File: src/rtl/pipeline_run_ctrl.sv
// Run controller and hazard sequencer for the 5-stage IF/ID/EX/MEM/WB pipeline.
// Conditions the start button, sequences IDLE/RUN/DRAIN/HALTED and issues stalls/flushes.
module pipeline_run_ctrl #(
   parameter int         DEBOUNCE_CYCLES = 16,
   parameter int         DRAIN_CYCLES    = 4,
   parameter logic [4:0] HALT_OPCODE     = 5'b11111,
   parameter int         CNT_W           = 32
) (
   input  logic             clk,
   input  logic             rst,
   input  logic             start_button,
   input  logic             image_select,
   input  logic [31:0]      instr_id,
   input  logic             id_valid,
   input  logic             branch_taken_ex,
   input  logic             load_ex,
   input  logic [4:0]       rd_ex,
   output logic             cpu_rst,
   output logic             stall,
   output logic             flush_if_id,
   output logic             flush_id_ex,
   output logic             running,
   output logic             halted,
   output logic             image_sel_q,
   output logic [CNT_W-1:0] cycle_count,
   output logic [CNT_W-1:0] stall_count,
   output logic [1:0]       dbg_state
);

   localparam int DB_W = $clog2(DEBOUNCE_CYCLES);
   localparam int DR_W = (DRAIN_CYCLES > 1) ? $clog2(DRAIN_CYCLES) : 1;

   typedef enum logic [1:0] {
      S_IDLE   = 2'd0,
      S_RUN    = 2'd1,
      S_DRAIN  = 2'd2,
      S_HALTED = 2'd3
   } state_t;

   state_t           r_state;
   logic [1:0]       r_btn_sync;
   logic [1:0]       r_img_sync;
   logic [DB_W-1:0]  r_db_cnt;
   logic             r_db_level;
   logic             r_db_prev;
   logic [DR_W-1:0]  r_drain_cnt;
   logic             r_cpu_rst;
   logic             r_running;
   logic             r_halted;
   logic             r_image_sel;
   logic [CNT_W-1:0] r_cycle_cnt;
   logic [CNT_W-1:0] r_stall_cnt;

   logic w_start_evt;
   logic w_load_use;
   logic w_halt;
   logic w_in_run;
   logic w_parked;
   logic w_lu_stall;
   logic w_unused;

   // Button path: 2-flop synchronizer, then a level debouncer with edge detect.
   always_ff @(posedge clk or posedge rst) begin
      if (rst) begin
         r_btn_sync <= '0;
         r_img_sync <= '0;
         r_db_cnt   <= '0;
         r_db_level <= 1'b0;
         r_db_prev  <= 1'b0;
      end else begin
         r_btn_sync <= {r_btn_sync[0], start_button};
         r_img_sync <= {r_img_sync[0], image_select};
         r_db_prev  <= r_db_level;
         if (r_btn_sync[1] != r_db_level) begin
            if (r_db_cnt == DB_W'(DEBOUNCE_CYCLES - 1)) begin
               r_db_level <= r_btn_sync[1];
               r_db_cnt   <= '0;
            end else begin
               r_db_cnt <= r_db_cnt + DB_W'(1);
            end
         end else begin
            r_db_cnt <= '0;
         end
      end
   end

   assign w_start_evt = r_db_level & ~r_db_prev;

   assign w_load_use = load_ex & id_valid & (rd_ex != 5'd0) &
                       ((rd_ex == instr_id[21:17]) | (rd_ex == instr_id[16:12]));
   assign w_halt     = id_valid & (instr_id[31:27] == HALT_OPCODE) & ~branch_taken_ex;
   assign w_in_run   = (r_state == S_RUN);
   assign w_parked   = (r_state == S_DRAIN) | (r_state == S_HALTED);
   // A taken branch squashes the consumer anyway, so it wins over load-use.
   assign w_lu_stall = w_in_run & w_load_use & ~branch_taken_ex;
   assign w_unused   = ^{instr_id[26:22], instr_id[11:0]};

   assign stall       = w_parked | w_lu_stall;
   assign flush_id_ex = w_parked | (w_in_run & (w_load_use | branch_taken_ex));
   assign flush_if_id = w_in_run & branch_taken_ex;

   always_ff @(posedge clk or posedge rst) begin
      if (rst) begin
         r_state     <= S_IDLE;
         r_drain_cnt <= '0;
         r_cpu_rst   <= 1'b1;
         r_running   <= 1'b0;
         r_halted    <= 1'b0;
         r_image_sel <= 1'b0;
         r_cycle_cnt <= '0;
         r_stall_cnt <= '0;
      end else begin
         case (r_state)
            S_IDLE: begin
               if (w_start_evt) begin
                  r_state     <= S_RUN;
                  r_cpu_rst   <= 1'b0;
                  r_running   <= 1'b1;
                  r_image_sel <= r_img_sync[1];
                  r_cycle_cnt <= '0;
                  r_stall_cnt <= '0;
               end
            end
            S_RUN: begin
               if (r_cycle_cnt != '1) r_cycle_cnt <= r_cycle_cnt + CNT_W'(1);
               if (w_lu_stall && (r_stall_cnt != '1)) r_stall_cnt <= r_stall_cnt + CNT_W'(1);
               if (w_halt) begin
                  r_state     <= S_DRAIN;
                  r_running   <= 1'b0;
                  r_drain_cnt <= DR_W'(DRAIN_CYCLES - 1);
               end
            end
            S_DRAIN: begin
               if (r_cycle_cnt != '1) r_cycle_cnt <= r_cycle_cnt + CNT_W'(1);
               if (r_drain_cnt == '0) begin
                  r_state  <= S_HALTED;
                  r_halted <= 1'b1;
               end else begin
                  r_drain_cnt <= r_drain_cnt - DR_W'(1);
               end
            end
            S_HALTED: begin
               if (w_start_evt) begin
                  r_state   <= S_IDLE;
                  r_halted  <= 1'b0;
                  r_cpu_rst <= 1'b1;
               end
            end
            default: begin
               r_state   <= S_IDLE;
               r_cpu_rst <= 1'b1;
               r_running <= 1'b0;
               r_halted  <= 1'b0;
            end
         endcase
      end
   end

   assign cpu_rst     = r_cpu_rst;
   assign running     = r_running;
   assign halted      = r_halted;
   assign image_sel_q = r_image_sel;
   assign cycle_count = r_cycle_cnt;
   assign stall_count = r_stall_cnt;
   assign dbg_state   = r_state;

endmodule

File: config.mk
export PLATFORM = sky130hd
export DESIGN_NAME = pipeline_run_ctrl
export DESIGN_NICKNAME = d
export VERILOG_FILES = /design/src/rtl/pipeline_run_ctrl.sv
export SDC_FILE = /design/constraint.sdc
export NUM_CORES = 1
export LEC_CHECK = 0
export ABC_AREA = 0
export CORE_MARGIN = 4
export CORE_UTILIZATION = 51
export CTS_CLUSTER_DIAMETER = 60
export DETAILED_ROUTE_END_ITERATION = 6
export PLACE_DENSITY = 0.81
export SYNTH_ARGS = -nofsm -noshare
export SYNTH_HDL_FRONTEND = slang
export SYNTH_SLANG_ARGS = --single-unit
File: constraint.sdc
create_clock -name clk -period 2.9 [get_ports clk]
set_input_delay 0.58 -clock clk [delete_from_list [all_inputs] [get_ports clk]]
set_output_delay 0.58 -clock clk [all_outputs]
set_load 0.05 [all_outputs]
Yosys cells after proc, flatten, opt, wreduce, memory -nomap -nowiden
Index checks and enable logic that the tools add are counted.
W data, S select, Z words.

storage, ports and cells
  flip-flop bits (word level) = 82
  bits of input ports = 44
  output and inout port bits = 73
  logic and storage cells = 92

cells by class
  add/subtract/negate cells = 4
  equality and inequality tests = 17
  mux-type cells = 22
  bitwise operators = 17
  reduce and logical (&&, ||, !) cells = 19

operators with widths
  kind                     number
  $pmux W32 S2             2
  $mux W32                 3
  $add A32 B1 Y32 const B  2
  $ne A32 B32 Y1 const B   2
  $reduce_and A3 Y1        6
  $mux W2                  6
  $and A1 B1 Y1            10
  $eq A5 B5 Y1             2
  $reduce_bool A2 Y1       5
  $mux W4                  2
  $ne A2 B2 Y1 const B     4
  $pmux W2 S4              1
  $ne A2 B1 Y1 const B     3
  $pmux W1 S2              3
  $eq A5 B5 Y1 const B     1
  $or A1 B1 Y1             5
  $reduce_bool A5 Y1       1
  $add A4 B1 Y4 const B    1
  $eq A2 B2 Y1 const B     2
  $eq A4 B4 Y1 const B     1
  $logic_not A2 Y1         2
  $mux W1                  4
  $pmux W2 S2              1
  $reduce_and A2 Y1        2
  7 further kinds          8

Longest topological paths before layout
  word-level depth = 8
  gate-level depth with buffers = 11
  gate-level depth less buffers = 8

Worst setup path after synthesis
Ideal clock, no wire load.

  kind = register to output
  start = register r_state[1], in the netlist dbg_state[1]
  end = output stall
  arrival time = 3.037 ns
  required time = 2.320 ns
  setup slack = -0.717 ns
  stages on the path, launching flop included = 8
  path buffers = 2
  path through = dfrtp_1 -> inv_1 -> ha_1 -> clkbuf_1 -> nand2_1 -> or4b_1 -> clkbuf_1 -> o21ai_0

on the way
  longest elaborated chain between the ends = 4
  elaborated cells between the ends (all ways) = 7
  those cells by class = eq/ne: 3; bitwise: 4

ends and longest elaborated chain
  item                        RTL line  source
  start, declared             40        state_t r_state;
  start signal, assigned      104       r_state <= S_IDLE;
  start signal, assigned      116       r_state <= S_RUN;
  start signal, assigned      128       r_state <= S_DRAIN;
  $eq A2 B1 Y1                92        assign w_in_run = (r_state == S_RUN);
  $and A1 B1 Y1 (2 in a row)  95        assign w_lu_stall = w_in_run & w_load_use & ~branch_taken_ex;
  $or A1 B1 Y1 *              98        assign stall = w_parked | w_lu_stall;
  end, declared               19        output logic stall,

Mark *: on every way between the ends. The rest lies on a longest branch, timed or not.

Worst setup path after layout
  start = input rd_ex[3]
  end = output flush_id_ex

on the way
  longest elaborated chain between the ends = 6
  elaborated cells between the ends (all ways) = 9
  those cells by class = eq/ne: 2; bitwise: 6; reduce/logical: 1

ends and longest elaborated chain
  item                                                       RTL line  source
  start, declared                                            17        input logic [4:0] rd_ex,
  $eq A5 B5 Y1 / $reduce_bool A5 Y1 (equally long branches)  90, 89
  $or A1 B1 Y1 / $and A1 B1 Y1 (equally long branches)       90, 89
  $and A1 B1 Y1 *                                            89        assign w_load_use = load_ex & id_valid & (rd_ex != 5'd0) &
  $or A1 B1 Y1 *                                             99        assign flush_id_ex = w_parked | (w_in_run & (w_load_use | branch_taken_ex));
  $and A1 B1 Y1 *                                            99
  $or A1 B1 Y1 *                                             99
  end, declared                                              21        output logic flush_id_ex,

Marked as above.

==> flow_metrics.env <==
export IMPL_status="complete, no violations"
export IMPL_powerDensity_mw_per_mm2=826.1
export IMPL_numCtsBuffers=9
export IMPL_ant_nets=0
export IMPL_avgSynthCellArea_um2=8.713
export IMPL_dp_slack_ns=-0.08531
export IMPL_post_route_min_period_ns=2.838
export IMPL_fin_crit_sh_pct=97.86
export IMPL_antenna_found_initial=0
export IMPL_vias=5236
export IMPL_yosysSeqAreaShare_pct=40.28
export IMPL_yosys_area_top_type_share_pct=39.76
export IMPL_drt_pass1_iterations=5
export IMPL_ir_drop_v=0.0005274
export IMPL_routedWlPerCell_um=17.48
export IMPL_postPlaceCellArea_mm2=0.006399
export IMPL_cp_slowest_cell="or4_4"
export IMPL_fin_ws_ns=0.06205
export IMPL_gp_congestion=0.9011
export IMPL_fmax_mhz=352.4
export IMPL_totalPowerFinal_mw=5.501
export IMPL_dieArea_mm2=0.01166
export IMPL_grt_max_degree=83
export IMPL_worst_setup_path_start_kind="input pin"
export IMPL_r2r_start="dbg_state[0]"
export IMPL_post_cts_buffers=0
export IMPL_ys_warnings_count=0
export IMPL_num_antenna_cells=0
export IMPL_tightest_slew_ns=0.7368
export IMPL_clock_skew_ns=0.009368
export IMPL_core_area_mm2=0.009774
export IMPL_worstSetupPathType="input pin to output pin"
export IMPL_fillers=762
export IMPL_grt_use_met3_pct=3.881
export IMPL_finalSetupTns_ns=0
export IMPL_routed_wirelength_um=14530
export IMPL_synth_distinct_cells=72
export IMPL_path_clk_slew_ns=0.08
export IMPL_min_from="r_img_sync[0]"
export IMPL_die_h_um=108.0
export IMPL_relSlewSlack_pct=50.70
export IMPL_grtUsageMet2_pct=40.59
export IMPL_syn_to_final_growth_pct=30.63
export IMPL_critPathRequiredTime_ns=2.32
export IMPL_crit_fanout=2
export IMPL_drtIter0Drc=332
export IMPL_hold_viol_final=0
export IMPL_synthTopCellsByArea="dfrtp_1 40%, nand2_1 6.3%, nand3_1 3.8%, a21oi_1 2.7%, o21ai_0 2.7%"
export IMPL_grt_busiest_layer="met2"
export IMPL_grt_pass1_vias=4869
export IMPL_num_io_pins=117
export IMPL_async_reset_ff_share_pct=100.0
export IMPL_nets=746
export IMPL_synthCells=585
export IMPL_initial_core_util_pct=52.15
export IMPL_yosys_top_cells_count="86 x nand2_1, 81 x dfrtp_1, 39 x nand3_1"
export IMPL_crit_buf_inv=2
export IMPL_synth_seq_cells=82
export IMPL_fin_cells=831
export IMPL_htreeDepth=3
export IMPL_synthFlopType="dfrtp_1"
export IMPL_place_inst=815
export IMPL_hold_class="register to register"
export IMPL_dp_final_hpwl_um=10290
export IMPL_rows=36
export IMPL_cts_tree="done"
export IMPL_grt_overflow_total=0
export IMPL_avgViaCountPerCell=6.301
export IMPL_rsz0062_at_grt="no"
export IMPL_synth_edf_count=0
export IMPL_die_width_um=108.0
export IMPL_slew_violations=0
export IMPL_drive_gt1_share_pct=11.46
export IMPL_setup_viol=0
export IMPL_cts_path_max_buffers=2
export IMPL_port_buffers=99
export IMPL_syn_area_mm2=0.005097
export IMPL_grt_pass1_wl_um=23300
export IMPL_leakage_nw=2.633
export IMPL_cts_hold_fix_buffers=0
export IMPL_use_met1_pct=32.64
export IMPL_clock_sinks=82
export IMPL_root_buffer="clkbuf_8"
export IMPL_crit_start="rd_ex[3]"
export IMPL_synth_most_common_cell="nand2_1"
export IMPL_track_usage_pct=24.68
export IMPL_endpoint_kind="output pin"
export IMPL_drv_cap=0
export IMPL_yosysTopAreaCell="dfrtp_1"
export IMPL_drc=0
export IMPL_clock_latency_ns=0.36
export IMPL_critical_path_max_stage_delay_ns=0.50
export IMPL_critPathTopFamily="simple AND/OR/NAND/NOR gates"
export IMPL_final_area_mm2=0.006659
export IMPL_cp_data_arrival_time_ns=2.26
export IMPL_cp_cell_sequence="clkdlybuf4s50_1, or4_4, nor2_4, nor3b_1, a2111o_1, buf_6"
export IMPL_syn_nets=638
==> per-stage QoR <==
step | hold WS, ns | util (%)
floorplan | 0.3312 | -
global placement | 0.3324 | 65.46
detailed placement | 0.3492 | 65.46
CTS | 0.3695 | 67.96
global route | 0.3815 | 68.13
finish | 0.3619 | 68.13
==> metal layers <==
layer,up-vias,wire [um]
met4,0,307
met2,258,7186
met1,2525,6015
li1,2419,-
met5,-,0
met3,34,1017
==> where the power goes <==
group          internal (mW)  switching (mW)  total (mW)  leakage (nW)
registers               1.35           0.335        1.68          1.06
clock network          0.537           0.458       0.995         0.116
logic                  0.970            1.86        2.83          1.46
total                   2.85            2.65        5.50          2.63
==> registers in the layout, summed over array words and instances, names as in the netlist <==
name	cells
image_sel_q	1
r_db_prev	1
r_img_sync	2
halted	1
r_db_level	1
stall_count	32
cycle_count	32
running	1
cpu_rst	1
r_db_cnt	4
dbg_state	2
r_drain_cnt	2
r_btn_sync	2
==> cells in the final DEF (no fill, tap or decap), types with 10 or more instances in the layout <==
cell type / instances
or4_1: 10
nor2_1: 31
xnor2_1: 14
nand3_1: 39
inv_1: 10
a21oi_1: 28
buf_4: 33
o21ai_1: 12
o211ai_1: 11
clkdlybuf4s50_1: 94
nor3_1: 18
clkbuf_8: 11
nand2_1: 86
nand4_1: 17
o21ai_0: 27
dfrtp_1: 80
==> worst paths after layout <==
kind / end / slack, ns / cells after the start
worst min-delay path: r_img_sync[1] / 0.36 / 0
worst max register to register: cycle_count[26] / 0.27 / 7
worst min register to register: r_img_sync[1] / 0.36 / 0
min in group asynchronous: stall_count[28] / 0.62 / 3
worst max-delay path: flush_id_ex / 0.06 / 6
max in group asynchronous: cpu_rst / 1.91 / 3
==> logic make-up (layout without fill, tap and decap cells) <==
kind of cell	Yosys count	count (layout)	synth area share, %
compound gates	142	142	19.07
xor+xnor	15	15	2.577
fa+ha+maj	9	9	2.209
buf+inv	48	161	3.927
flops	82	82	40.28
mux	9	9	1.816
simple gates	280	280	30.12
==> worst register-to-register path, stage by stage, from the launching register on <==
cell and delay [ns]:
dfrtp_1 0.44, inv_1 0.14, ha_1 0.32, nand3b_1 0.20
a2111oi_0 0.54, o2111ai_1 0.37, or3_1 0.40, a21oi_1 0.14
==> layout make-up <==
class	count	area, um2	share of cell area (%)
clock inverters	5	85.08	1.278
repair buffers	133	1285	19.30
inverters	12	46.29	0.6952
clock buffers	11	151.4	2.274
multi-input cells	455	2870	43.10
flip-flops and latches	82	2054	30.85
well taps	133	166.4	2.499
==> repair_timing <==
action,4_1_cts,5_1_grt
resized for setup,2,5
pin swaps,2,3
setup endpoints to repair,2,1
No activity file was read; power rests on OpenSTA's default activity.
